<file path="config.mk">
export PLATFORM = sky130hd
export DESIGN_NAME = uart_rx_core
export DESIGN_NICKNAME = d
export VERILOG_FILES = /design/src/rtl/uart_rx_core.sv
export SDC_FILE = /design/constraint.sdc
export NUM_CORES = 1
export LEC_CHECK = 0
export ABC_AREA = 0
export CAP_MARGIN = 20
export CELL_PAD_IN_SITES_DETAIL_PLACEMENT = 1
export CELL_PAD_IN_SITES_GLOBAL_PLACEMENT = 2
export CORE_MARGIN = 2
export CORE_UTILIZATION = 38
export DETAILED_ROUTE_END_ITERATION = 8
export GPL_TIMING_DRIVEN = 0
export MAX_ROUTING_LAYER = met4
export PLACE_DENSITY = 0.92
export SYNTH_ARGS = -nofsm -noshare
export SYNTH_HDL_FRONTEND = slang
export SYNTH_SLANG_ARGS = --single-unit
export TNS_END_PERCENT = 5
</file>
<file path="constraint.sdc">
create_clock -name clk -period 4.1 [get_ports clk]
set_input_delay 0.82 -clock clk [delete_from_list [all_inputs] [get_ports clk]]
set_output_delay 0.82 -clock clk [all_outputs]
set_load 0.02 [all_outputs]
</file>
<file path="src/rtl/uart_rx_core.sv">
// rtl/uart_rx_core.sv - 8N1 UART receiver with mid-bit sampling and framing-error detection
//
// Purpose:
//   Deserializes asynchronous serial frames (start, DATA_BITS data bits LSB first,
//   one stop bit). A local bit-timing counter restarts on every start-bit edge and
//   is offset by half a bit period, so every bit is sampled at mid-bit.
//
// Ports:
//   clk        in   system clock
//   reset      in   synchronous, active-low reset
//   rx_serial  in   asynchronous serial line, idle high
//   rx_data    out  last correctly framed byte, LSB = first received bit
//   rx_valid   out  one-cycle pulse when rx_data is updated
//   frame_err  out  one-cycle pulse when the stop bit samples low
//   busy       out  high whenever the receiver is not idle

module uart_rx_core #(
  parameter int CLKS_PER_BIT = 1302,
  parameter int DATA_BITS    = 8
) (
  input  logic                 clk,
  input  logic                 reset,
  input  logic                 rx_serial,
  output logic [DATA_BITS-1:0] rx_data,
  output logic                 rx_valid,
  output logic                 frame_err,
  output logic                 busy
);

  localparam int CW = $clog2(CLKS_PER_BIT);
  localparam int IW = $clog2(DATA_BITS + 1);
  localparam int H  = CLKS_PER_BIT / 2;

  localparam logic [CW-1:0] HALF_LAST = CW'(H - 1);
  localparam logic [CW-1:0] BIT_LAST  = CW'(CLKS_PER_BIT - 1);
  localparam logic [IW-1:0] IDX_LAST  = IW'(DATA_BITS - 1);

  typedef enum logic [2:0] {
    IDLE  = 3'd0,
    START = 3'd1,
    DATA  = 3'd2,
    STOP  = 3'd3,
    BREAK = 3'd4
  } state_t;

  state_t               state_q;
  logic                 sync1_q;
  logic                 sync2_q;
  logic [CW-1:0]        cnt_q;
  logic [IW-1:0]        idx_q;
  logic [DATA_BITS-1:0] shift_q;
  logic [DATA_BITS-1:0] rx_data_q;
  logic                 rx_valid_q;
  logic                 frame_err_q;
  logic                 busy_q;

  // Synchronized line; every decision below looks only at this.
  logic rxs;
  assign rxs = sync2_q;

  assign rx_data   = rx_data_q;
  assign rx_valid  = rx_valid_q;
  assign frame_err = frame_err_q;
  assign busy      = busy_q;

  always_ff @(posedge clk) begin
    if (!reset) begin
      state_q     <= IDLE;
      sync1_q     <= 1'b1;
      sync2_q     <= 1'b1;
      cnt_q       <= '0;
      idx_q       <= '0;
      shift_q     <= '0;
      rx_data_q   <= '0;
      rx_valid_q  <= 1'b0;
      frame_err_q <= 1'b0;
      busy_q      <= 1'b0;
    end else begin
      sync1_q     <= rx_serial;
      sync2_q     <= sync1_q;
      rx_valid_q  <= 1'b0;
      frame_err_q <= 1'b0;

      case (state_q)
        IDLE: begin
          cnt_q <= '0;
          if (!rxs) begin
            state_q <= START;
            busy_q  <= 1'b1;
          end
        end

        // Half-bit wait: confirms the start bit and aligns the counter to mid-bit.
        START: begin
          if (cnt_q == HALF_LAST) begin
            cnt_q <= '0;
            idx_q <= '0;
            if (rxs) begin
              state_q <= IDLE;
              busy_q  <= 1'b0;
            end else begin
              state_q <= DATA;
            end
          end else begin
            cnt_q <= cnt_q + 1'b1;
          end
        end

        // Right shift: the first bit received ends up in the LSB.
        DATA: begin
          if (cnt_q == BIT_LAST) begin
            cnt_q   <= '0;
            shift_q <= {rxs, shift_q[DATA_BITS-1:1]};
            idx_q   <= idx_q + 1'b1;
            if (idx_q == IDX_LAST) begin
              state_q <= STOP;
            end
          end else begin
            cnt_q <= cnt_q + 1'b1;
          end
        end

        // Leaving at mid-stop lets a start edge half a bit later be caught.
        STOP: begin
          if (cnt_q == BIT_LAST) begin
            cnt_q <= '0;
            if (rxs) begin
              rx_data_q  <= shift_q;
              rx_valid_q <= 1'b1;
              state_q    <= IDLE;
              busy_q     <= 1'b0;
            end else begin
              frame_err_q <= 1'b1;
              state_q     <= BREAK;
            end
          end else begin
            cnt_q <= cnt_q + 1'b1;
          end
        end

        // A held-low line reports one framing error, then waits for idle.
        BREAK: begin
          cnt_q <= '0;
          if (rxs) begin
            state_q <= IDLE;
            busy_q  <= 1'b0;
          end
        end

        default: begin
          state_q <= IDLE;
          cnt_q   <= '0;
          busy_q  <= 1'b0;
        end
      endcase
    end
  end

endmodule

</file>
---- Word-level counts from Yosys, hierarchy flattened ----
Index checks and enable logic that the tools add are counted.
operators by class
  add/subtract/negate cells ............... 2
  equal/unequal tests ..................... 13
  multiplexer cells ....................... 22
  bitwise logic cells ..................... 1
  reductions and logical operators ........ 9
operators by type and width
  operator               number
  $mux 11                2
  $pmux 11 s2            1
  $mux 3                 7
  $pmux 3 s5             1
  $ne 2x2->1 const B     6
  $add 11x1->11 const B  1
  $eq 11x10->1 const B   1
  $eq 11x11->1 const B   1
  $reduce_and 3->1       3
  $mux 4                 2
  $pmux 4 s2             1
  $eq 3x2->1 const B     2
  $mux 1                 6
  $reduce_and 6->1       1
  $pmux 1 s5             1
  $add 4x1->4 const B    1
  $eq 4x3->1 const B     1
  $reduce_and 4->1       1
  $eq 3x1->1 const B     1
  $eq 3x3->1 const B     1
  $logic_not 3->1        1
  $mux 2                 1
  $reduce_and 2->1       1
  $reduce_bool 2->1      1
  other kinds (2)        2
storage, ports and cells
  register bits after elaboration ......... 39

---- Longest topological paths before layout ----
  depth after elaboration ................. 4
  gate-level depth with buffers ........... 7
  depth with buffers taken out ............ 6

---- Least setup slack after synthesis ----
Ideal clock, no wire load.
  path kind ............................... register to register
  from .................................... register cnt_q[0]
  to ...................................... register idx_q[3]
  setup time .............................. 0.059 ns
  arrival ................................. 1.473 ns
  data required time ...................... 4.041 ns
  path slack .............................. 2.568 ns
  cell stages (with the launch flop) ...... 6
  buffers on the path ..................... 0
  clock period less this slack ............ 1.532 ns
  cell sequence ........................... dfxtp_1 > ha_1 > and4bb_4 > nand4_4 > or4_1 > nand2_1
between the ends
  word-level cells in the longest chain between the ends .. 3
ends and longest elaborated chain
  item                                                 RTL line  source
  start, declared                                      49        logic [CW-1:0] cnt_q;
  start signal, assigned                               105       cnt_q <= cnt_q + 1'b1;
  start signal, assigned                               119       cnt_q <= cnt_q + 1'b1;
  start signal, assigned                               137       cnt_q <= cnt_q + 1'b1;
  $eq 11x11->1 / $eq 11x10->1 (equally long branches)  111, 95
  $ne 2x2->1 (no source line)                          -
  $reduce_and 3->1 (no source line) (*)                -
  end signal, assigned                                 114       idx_q <= idx_q + 1'b1;
  end, declared                                        50        logic [IW-1:0] idx_q;
Mark *: on every way between the ends. The rest lies on a longest branch, timed or not.
A chain may end at the register's enable or synchronous reset.

---- Worst setup path after layout ----
  from .................................... register busy_q, in the netlist busy
  to ...................................... output busy
RTL lines
  item                    RTL line  source
  start, declared         55        logic busy_q;
  start signal, assigned  77        busy_q <= 1'b0;
  start signal, assigned  89        busy_q <= 1'b1;
  start signal, assigned  100       busy_q <= 1'b0;
  end, declared           27        output logic busy
No word-level cell between the ends.

==> run_results.csv <==
group,metric,value,unit
cts,ctsResizeCount,0,
yosys,syn_inst,193,
detailed_routing,first_iter_violations,47,
detailed_routing,via_per_inst,5.38,
worst_setup_path,endpoint_kind,"output port",
floorplan,ios,14,
yosys,yosysTopAreaCellShare,45.4,%
yosys,ys_seq_elements,39,
detailed_routing,firstDrtPassIters,4,
grt,grt_max_degree,13,
yosys,synth.distinct_cells,41,
floorplan,fp.dieH,71.2,um
finish,fill_cells,507,
hold_path,hold_class,"register to register",
cts,cts_buffers,5,
finish,multi_input_area,860,um2
cts,postCtsSetupBuffers,0,
grt,grt_use_met1,23.1,%
timing,clock.fmax,0.482,GHz
yosys,syn-cell-area,0.00172,mm2
finish,regArea,781,um2
detailed_routing,ant_nets,0,
timing,worst_pin_slew,0.510,ns
floorplan,rows,24,
worst_setup_path,cp_max_fo,3,
worst_setup_path,required,3.28,ns
power,p_per_area,386,mW/mm2
worst_setup_path,cp_cell_sequence,"clkdlybuf4s50_1",
finish,fin_util,47.0,%
worst_setup_path,cp.buffers_inverters,1,
finish,fin_nets,220,
grt,grt_pass1_vias,1492,
yosys,synth_edf_count,0,
floorplan,start_util,39.5,%
cts,clk_pin_slew,0.08,ns
cts,insertion_delay,0.29,ns
finish,layout_common_cells,"dfxtp_1 (39), nor2_1 (26), nand2_1 (25), clkdlybuf4s50_1 (13), a21oi_1 (11)",
placement,io_buffer_count,13,
yosys,yosysSeqAreaShare,45.4,%
timing,fin_crit_sh,50.6,%
cts,clock_path_buffers,2,
detailed_routing,drt-total-wl,4150,um
yosys,yosysTopAreaCell,"dfxtp_1",
outcome,status,"completed",
placement,dp_hpwl,2930,um
timing,relSlewSlack,66.0,%
timing,rsz0062_at_grt,"no",
timing,period_minus_slack,2.07,ns
worst_setup_path,path_delay_family,"buffers and inverters",
floorplan,core-area,0.00435,mm2
grt,grt.met3_usage,4.22,%
finish,drive_above_1_share,9.35,%
finish,n_antenna_cell,0,
yosys,mappedNetlistNets,200,
timing,drv_slew,0,
grt,antenna_found_initial,0,
grt,track_usage,19.0,%
worst_setup_path,worstPathArrival,1.25,ns
yosys,synthTopCellsByArea,"dfxtp_1 (45%), nor2_1 (5.7%), nand2_1 (5.5%)",
finish,area_growth,19.1,%
floorplan,die_width,71.2,um
timing,fin_skew,0.0104,ns
cts,ctsHoldBuffers,0,
power,p_leak,0.663,nW
yosys,synth_warnings,0,
placement,place_congestion,0.726,
yosys,synthFlopType,"dfxtp_1",
grt,grt_pass1_wl,7340,um
yosys,ys_async_sr_fraction,0,%
detailed_routing,drc,0,
yosys,syn_area_per_cell,8.90,um2
grt,met2_usage,31.6,%
timing,finalSetupViolCount,0,
floorplan,dieArea,0.00507,mm2
finish,final_common_cell,"dfxtp_1",
cts,cts_sinks,39,
worst_setup_path,critPathLaunchType,"register",
cts,cts_tree,"yes",
timing,setup_tns,0,ns
cts,cts_root_buf,"clkbuf_8",
worst_setup_path,cp_slowest_stage_delay,0.61,ns
grt,top_usage_layer,"met2",
worst_setup_path,r2r_slack,2.31,ns
cts,cts_max_level,2,
detailed_routing,num_vias,1431,
timing,finalHoldViolations,0,
worst_setup_path,path_class,"register to output port",
worst_setup_path,cpMaxStageDelayCell,"clkdlybuf4s50_1",
detailed_routing,wire_per_inst,15.6,um
power,vdd_ir_drop_max,0.171,mV
grt,grt_overflow_total,0,
run,drv_cap,0,
-- sequential cells by signal (all words and copies together), names as in the netlist --
signal	count
state_q	3
rxs	1
frame_err	1
idx_q	4
shift_q	8
busy	1
cnt_q	11
sync1_q	1
rx_data	8
rx_valid	1
-- per-layer routing --
layer | vias to the layer above | part of all wire, %
met5 | - | 0
met4 | 0 | 1.4
met3 | 6 | 2.6
met2 | 20 | 50
met1 | 698 | 46
li1 | 707 | -
-- cell type report --
cell class	instances	area share, %
well taps	52	3.18
multi-input cells	137	42.0
flip-flops and latches	39	38.2
repair buffers	13	6.36
clock buffers	6	3.55
inverters	6	1.10
clock inverters	2	2.94
plain buffers	11	2.69
-- cell families after synthesis --
| family | share of synthesized area [%] |
|---|---|
| AO/OA/AOI/OAI | 9.91 |
| XOR/XNOR | 4.59 |
| adder cells (fa/ha/maj) | 2.91 |
| buffers and inverters | 4.51 |
| flip-flops | 45.4 |
| multiplexers | 4.66 |
| AND/OR/NAND/NOR | 28.0 |
-- final timing paths --
path | depth (start not counted) | start | end
worst min-delay path | 1 | sync1_q | rxs
worst max-delay path | 1 | busy | busy
worst min register to register | 1 | sync1_q | rxs
worst max register to register | 7 | cnt_q[1] | shift_q[2]
-- synthesized netlist by cell type, drive strengths merged (2+ instances only) --
library cell / number
and4bb: 3
o21ai: 5
buf: 7
mux2i: 8
nor2: 26
xnor2: 7
clkbuf: 4
nand4: 4
a31oi: 3
dfxtp: 39
nand3: 8
nand2: 25
inv: 6
xor2: 2
nor3b: 2
nand2b: 3
nor3: 4
nor4: 3
ha: 4
a21oi: 11
o211ai: 2
and4b: 2
and4: 3
-- through the flow --
stage / setup slack, ns / std cells / power, mW / instance area, um2 / hold slack (ns)
2_1_floorplan: 2.57 / 193 / 0.409 / 1720 / 0.386
3_3_place_gp: 1.87 / 258 / 0.419 / 1910 / 0.398
3_5_place_dp: 1.84 / 258 / 0.420 / 1910 / 0.412
4_1_cts: 2.00 / 266 / 0.798 / 2050 / 0.435
5_1_grt: 1.96 / 266 / 0.818 / 2050 / 0.476
6_report: 2.03 / 266 / 0.789 / 2050 / 0.428
-- power by group --
| group | internal, mW | switching, mW | total (mW) |
|---|---|---|---|
| registers | 0.382 | 0.00257 | 0.385 |
| clock network | 0.243 | 0.134 | 0.378 |
| logic | 0.0104 | 0.0164 | 0.0267 |
(Power assumes the default switching activity.)
